[src/rtl/gdiv_pkg.sv]
// Shared types and encodings for the Goldschmidt divider controller.
package gdiv_pkg;

  typedef enum logic [2:0] {
    ST_IDLE = 3'd0,
    ST_N0   = 3'd1,
    ST_D0   = 3'd2,
    ST_NI   = 3'd3,
    ST_DI   = 3'd4,
    ST_FIN  = 3'd5,
    ST_DONE = 3'd6
  } gdiv_state_t;

  localparam logic [1:0] ND_SEL_D    = 2'b00;
  localparam logic [1:0] ND_SEL_N    = 2'b01;
  localparam logic [1:0] ND_SEL_NEWD = 2'b10;
  localparam logic [1:0] ND_SEL_NEWN = 2'b11;

endpackage

[src/rtl/gdiv_controller_flopenr.sv]
// Enabled register with asynchronous active-high reset, used for operand capture.
module flopenr #(
  parameter int unsigned WIDTH = 8
) (
  input  logic             clk,
  input  logic             reset,
  input  logic             en,
  input  logic [WIDTH-1:0] d,
  output logic [WIDTH-1:0] q
);

  always_ff @(posedge clk or posedge reset) begin
    if (reset) begin
      q <= '0;
    end else if (en) begin
      q <= d;
    end
  end

endmodule

[src/rtl/gdiv_controller.sv]
// Goldschmidt divider sequencer: captures operands, steps the datapath, returns the quotient.
// Optional divide-by-zero short-cut and dz flag enabled by defining GDIV_DZ_EN.
module gdiv_controller
  import gdiv_pkg::*;
#(
  parameter int unsigned ITERATIONS = 3
) (
  input  logic        clk,
  input  logic        reset,
  input  logic        in_valid,
  output logic        in_ready,
  input  logic [15:0] n_in,
  input  logic [15:0] d_in,
  input  logic [15:0] ia_in,
  output logic [15:0] dp_n,
  output logic [15:0] dp_d,
  output logic [15:0] dp_ia,
  output logic [1:0]  ndSelect,
  output logic        kSelect,
  output logic        nEnable,
  output logic        dEnable,
  input  logic [15:0] dp_result,
  output logic        out_valid,
  input  logic        out_ready,
`ifdef GDIV_DZ_EN
  output logic        dz,
`endif
  output logic [15:0] q_out
);

  localparam int unsigned CNT_W = (ITERATIONS > 1) ? $clog2(ITERATIONS) : 1;
  localparam logic [CNT_W-1:0] CNT_LAST = CNT_W'(ITERATIONS - 2);

  gdiv_state_t      state_q, state_d;
  logic [CNT_W-1:0] cnt_q, cnt_d;
  logic             accept;
  logic             rst_h;

  assign rst_h  = ~reset;
  assign accept = in_valid && in_ready;

  flopenr #(.WIDTH(16)) u_n_reg  (.clk(clk), .reset(rst_h), .en(accept), .d(n_in),  .q(dp_n));
  flopenr #(.WIDTH(16)) u_d_reg  (.clk(clk), .reset(rst_h), .en(accept), .d(d_in),  .q(dp_d));
  flopenr #(.WIDTH(16)) u_ia_reg (.clk(clk), .reset(rst_h), .en(accept), .d(ia_in), .q(dp_ia));

  always_ff @(posedge clk or negedge reset) begin
    if (!reset) begin
      state_q <= ST_IDLE;
      cnt_q   <= '0;
    end else begin
      state_q <= state_d;
      cnt_q   <= cnt_d;
    end
  end

  always_comb begin
    state_d = state_q;
    cnt_d   = cnt_q;
    unique case (state_q)
      ST_IDLE: begin
        if (in_valid) begin
`ifdef GDIV_DZ_EN
          state_d = (d_in == '0) ? ST_DONE : ST_N0;
`else
          state_d = ST_N0;
`endif
        end
      end
      ST_N0: state_d = ST_D0;
      ST_D0: state_d = (ITERATIONS == 1) ? ST_FIN : ST_NI;
      ST_NI: state_d = ST_DI;
      ST_DI: begin
        if (cnt_q == CNT_LAST) begin
          cnt_d   = '0;
          state_d = ST_FIN;
        end else begin
          cnt_d   = cnt_q + 1'b1;
          state_d = ST_NI;
        end
      end
      ST_FIN:  state_d = ST_DONE;
      ST_DONE: if (out_ready) state_d = ST_IDLE;
      default: state_d = ST_IDLE;
    endcase
  end

  // N is always written before D in a pass: K is derived from the current D.
  always_comb begin
    ndSelect  = ND_SEL_D;
    kSelect   = 1'b0;
    nEnable   = 1'b0;
    dEnable   = 1'b0;
    in_ready  = 1'b0;
    out_valid = 1'b0;
    unique case (state_q)
      ST_IDLE: in_ready = 1'b1;
      ST_N0: begin
        ndSelect = ND_SEL_N;
        nEnable  = 1'b1;
      end
      ST_D0: begin
        ndSelect = ND_SEL_D;
        dEnable  = 1'b1;
      end
      ST_NI: begin
        ndSelect = ND_SEL_NEWN;
        kSelect  = 1'b1;
        nEnable  = 1'b1;
      end
      ST_DI: begin
        ndSelect = ND_SEL_NEWD;
        kSelect  = 1'b1;
        dEnable  = 1'b1;
      end
      ST_FIN: begin
        ndSelect = ND_SEL_NEWN;
        kSelect  = 1'b1;
        dEnable  = 1'b1;
      end
      ST_DONE: out_valid = 1'b1;
      default: ;
    endcase
  end

`ifdef GDIV_DZ_EN
  logic dz_q;

  always_ff @(posedge clk or negedge reset) begin
    if (!reset) begin
      dz_q <= 1'b0;
    end else if (accept) begin
      dz_q <= (d_in == '0);
    end
  end

  assign dz    = (state_q == ST_DONE) && dz_q;
  assign q_out = dz ? '1 : dp_result;
`else
  assign q_out = dp_result;
`endif

endmodule

[config.mk]
export PLATFORM = sky130hd
export DESIGN_NAME = gdiv_controller
export DESIGN_NICKNAME = d
export VERILOG_FILES = /design/src/rtl/gdiv_pkg.sv /design/src/rtl/gdiv_controller_flopenr.sv /design/src/rtl/gdiv_controller.sv
export SDC_FILE = /design/constraint.sdc
export NUM_CORES = 1
export LEC_CHECK = 0
export ABC_AREA = 1
export BUFFER_PORTS_ARGS = -buffer_cell sky130_fd_sc_hd__buf_4
export CAP_MARGIN = 20
export CORE_UTILIZATION = 45
export DETAILED_ROUTE_END_ITERATION = 10
export HOLD_SLACK_MARGIN = 0.15
export PLACE_DENSITY_LB_ADDON = 0.08
export SLEW_MARGIN = 20
export SYNTH_ARGS = -nofsm -noshare
export SYNTH_HDL_FRONTEND = slang
export SYNTH_SLANG_ARGS = --single-unit
export TNS_END_PERCENT = 1
[constraint.sdc]
create_clock -name clk -period 3.6 [get_ports clk]
set_clock_uncertainty 0.2 [all_clocks]
set_input_delay 1.08 -clock clk [delete_from_list [all_inputs] [get_ports clk]]
set_output_delay 1.08 -clock clk [all_outputs]
set_load 0.1 [all_outputs]
==> flow_summary.toml <==
[outcome]
status = "complete, no violations"

[global_route]
antenna_found_initial = 0
grt-ovfl-total = 0
grt_pass1_vias = 1821
grt_start_max_net_pins = 54
grt_pass1_wl_mm = 8.36
grt_usage_pct = 19.4

[logic_synthesis]
seq_area_frac_synth_pct = 55.3
synthArstFlopShare_pct = 100
synth_top_area_cell = "dfrtp_1"
netlist_area_um2 = 2400
postSynthCellCount = 270
synth_top_family_by_area = "simple AND/OR/NAND/NOR gates"
yosys.area_share.simple_pct = 32.0
synth_area_leaders = "dfrtp_1 55%, nand2_1 17%, nand4_1 13%"
synth.top_cell.area_share_pct = 55.3
synth.area.mux_share_pct = 0
synth_xor_area_share_pct = 0.365
ys_seq_elements = 53
yosysMostFrequentCell = "nand2_1"
avgSynthCellArea_um2 = 8.89
synth.distinct_cells = 18
synth_edf_count = 0
synth_compound_area_share_pct = 0.678
synthTopCellsByCount = "108 x nand2_1, 53 x dfrtp_1, 49 x nand4_1"
synthFlopType = "dfrtp_1"
ys_warn_count = 0
synthesis.nets = 338
synth_fa_ha_area_share_pct = 0

[place]
placement.io_buffers = 106
place_ws_ns = 0.967
gp_congestion = 0.806
hpwl_mm = 3.58

[critical_path]
reg2reg_setup_slack_ns = 1.20
cp.required_ns = 2.32
cp_slowest_stage_delay_ns = 0.45
cp_max_fo = 34
crit_chain = "inv_2 > nand2_1 > inv_1 > buf_4"
path_class = "register to primary output"
crit_path_start_kind = "register"
arrival_ns = 1.69
slowest_stage = "dfrtp_1"
crit_path_end_kind = "primary output"

[drt]
vias = 2097
dr.pass1.iters = 5
wirelength_mm = 5.55
avgRoutedWirePerCell_um = 13.2
drc_errors = 0
antenna_left = 0
drt-vias-per-instance = 4.99
drt_iter0_markers = 138

[cells_and_area]
syn_to_final_growth_pct = 31.6
multi_input_comb_area_um2 = 793
antennaDiodeCount = 0
drive_gt1_share_pct = 34.6
fillerInstances = 507
seqCellArea_um2 = 1330
finalNetCount = 417

[sta]
slew_headroom_pct = 56.0
period_needed_ns = 2.97
max_freq_mhz = 337
hold_slack_ns = 0.276
slew_violations = 0
rsz0062_at_grt = "no"
tns_ns = 0
tightest_slew_ns = 0.660
finalSetupViolations = 0
hold_viol_final = 0
fin_crit_sh_pct = 82.4
setup_ws_ns = 0.633

[floorplanning]
rows = 26
initial_core_util_pct = 47.0
io_pins = 139
dieWidth_um = 75.0
die-area_um2 = 5630
fp.dieH_um = 75.0
core_um2 = 5110

[clock_tree]
cts.sinks = 53
htreeDepth = 2
cts_resized = 0
tritoncts = "built"
numCtsBuffers = 5
clk_pin_slew_ns = 0.09
cts_setup_buffers = 0
root_buffer = "clkbuf_8"
cts_buffer_depth = 2
clk_latency_ns = 0.30
hold_buffers = 0

[run]
drv_cap = 0

[min_path]
hold_class = "register to register"
[cell usage in the layout (no fill, tap or decap)]
cell type	count
nand3_2	1
nor2_4	1
buf_4	110
nand2_1	108
nand3_1	2
inv_2	1
o21ai_0	2
inv_1	7
dfrtp_1	53
nand4_1	49
a31oi_1	1
clkinv_4	1
xnor2_1	1
nor2_1	5
and2_1	1
clkinv_2	1
clkbuf_8	6
[area by class of cell]
cell class	count	area share, %
Tap cell	70	2.77
Clock inverter	2	0.436
Sequential cell	53	42.0
Inverter	8	0.950
Multi-Input combinational cell	171	25.1
Timing Repair Buffer	110	26.1
Clock buffer	6	2.61
[path summary, 6_finish.rpt]
check / startpoint / to / cells past startpoint
setup / recovery: state_q[0] / in_ready / 4
hold / removal: u_d_reg.q[5] / u_d_reg.q[5] / 2
setup reg to reg: state_q[0] / u_d_reg.q[1] / 6
hold reg to reg: u_d_reg.q[5] / u_d_reg.q[5] / 2
max in group asynchronous: reset / state_q[0] / 1
min in group asynchronous: reset / u_ia_reg.q[5] / 1
[sequential cells by signal, indices dropped and copies added, names as in the netlist]
register    count
u_d_reg.q      16
u_ia_reg.q     16
u_n_reg.q      16
state_q         3
cnt_q           2
[critical path, delay by kind of cell, from the launching register on]
family / cells / cell delay (ns)
buf+inv: 3 / 0.80
flops: 1 / 0.45
simple gates: 1 / 0.14
[cells by family (layout without fill, tap and decap cells)]
family / Yosys count / in the layout
buffers and inverters: 46 / 126
AOI/OAI and AO/OA: 3 / 3
xor gates and xnor gates: 1 / 1
and+or+nand+nor: 167 / 167
DFF: 53 / 53
[stage by stage]
step           utilization [%]  cells  instance area, um2
3_3_place_gp              60.0    412                3060
5_1_grt                   61.9    420                3160
2_1_floorplan                -    270                2400
4_1_cts                   61.9    420                3160
6_report                  61.9    420                3160
3_5_place_dp              60.0    412                3060
[routing by layer]
| metal | up-vias | track usage [%] | routed length (um) |
|---|---|---|---|
| met4 | 0 | 4.19 | 19 |
| li1 | 1035 | - | - |
| met1 | 981 | 26.2 | 2500 |
| met5 | - | 0 | 0 |
| met3 | 2 | 4.02 | 396 |
| met2 | 79 | 32.4 | 2640 |
Power is not shown: default switching activity piles up to over one toggle a cycle in this logic, so the estimate is an artifact.
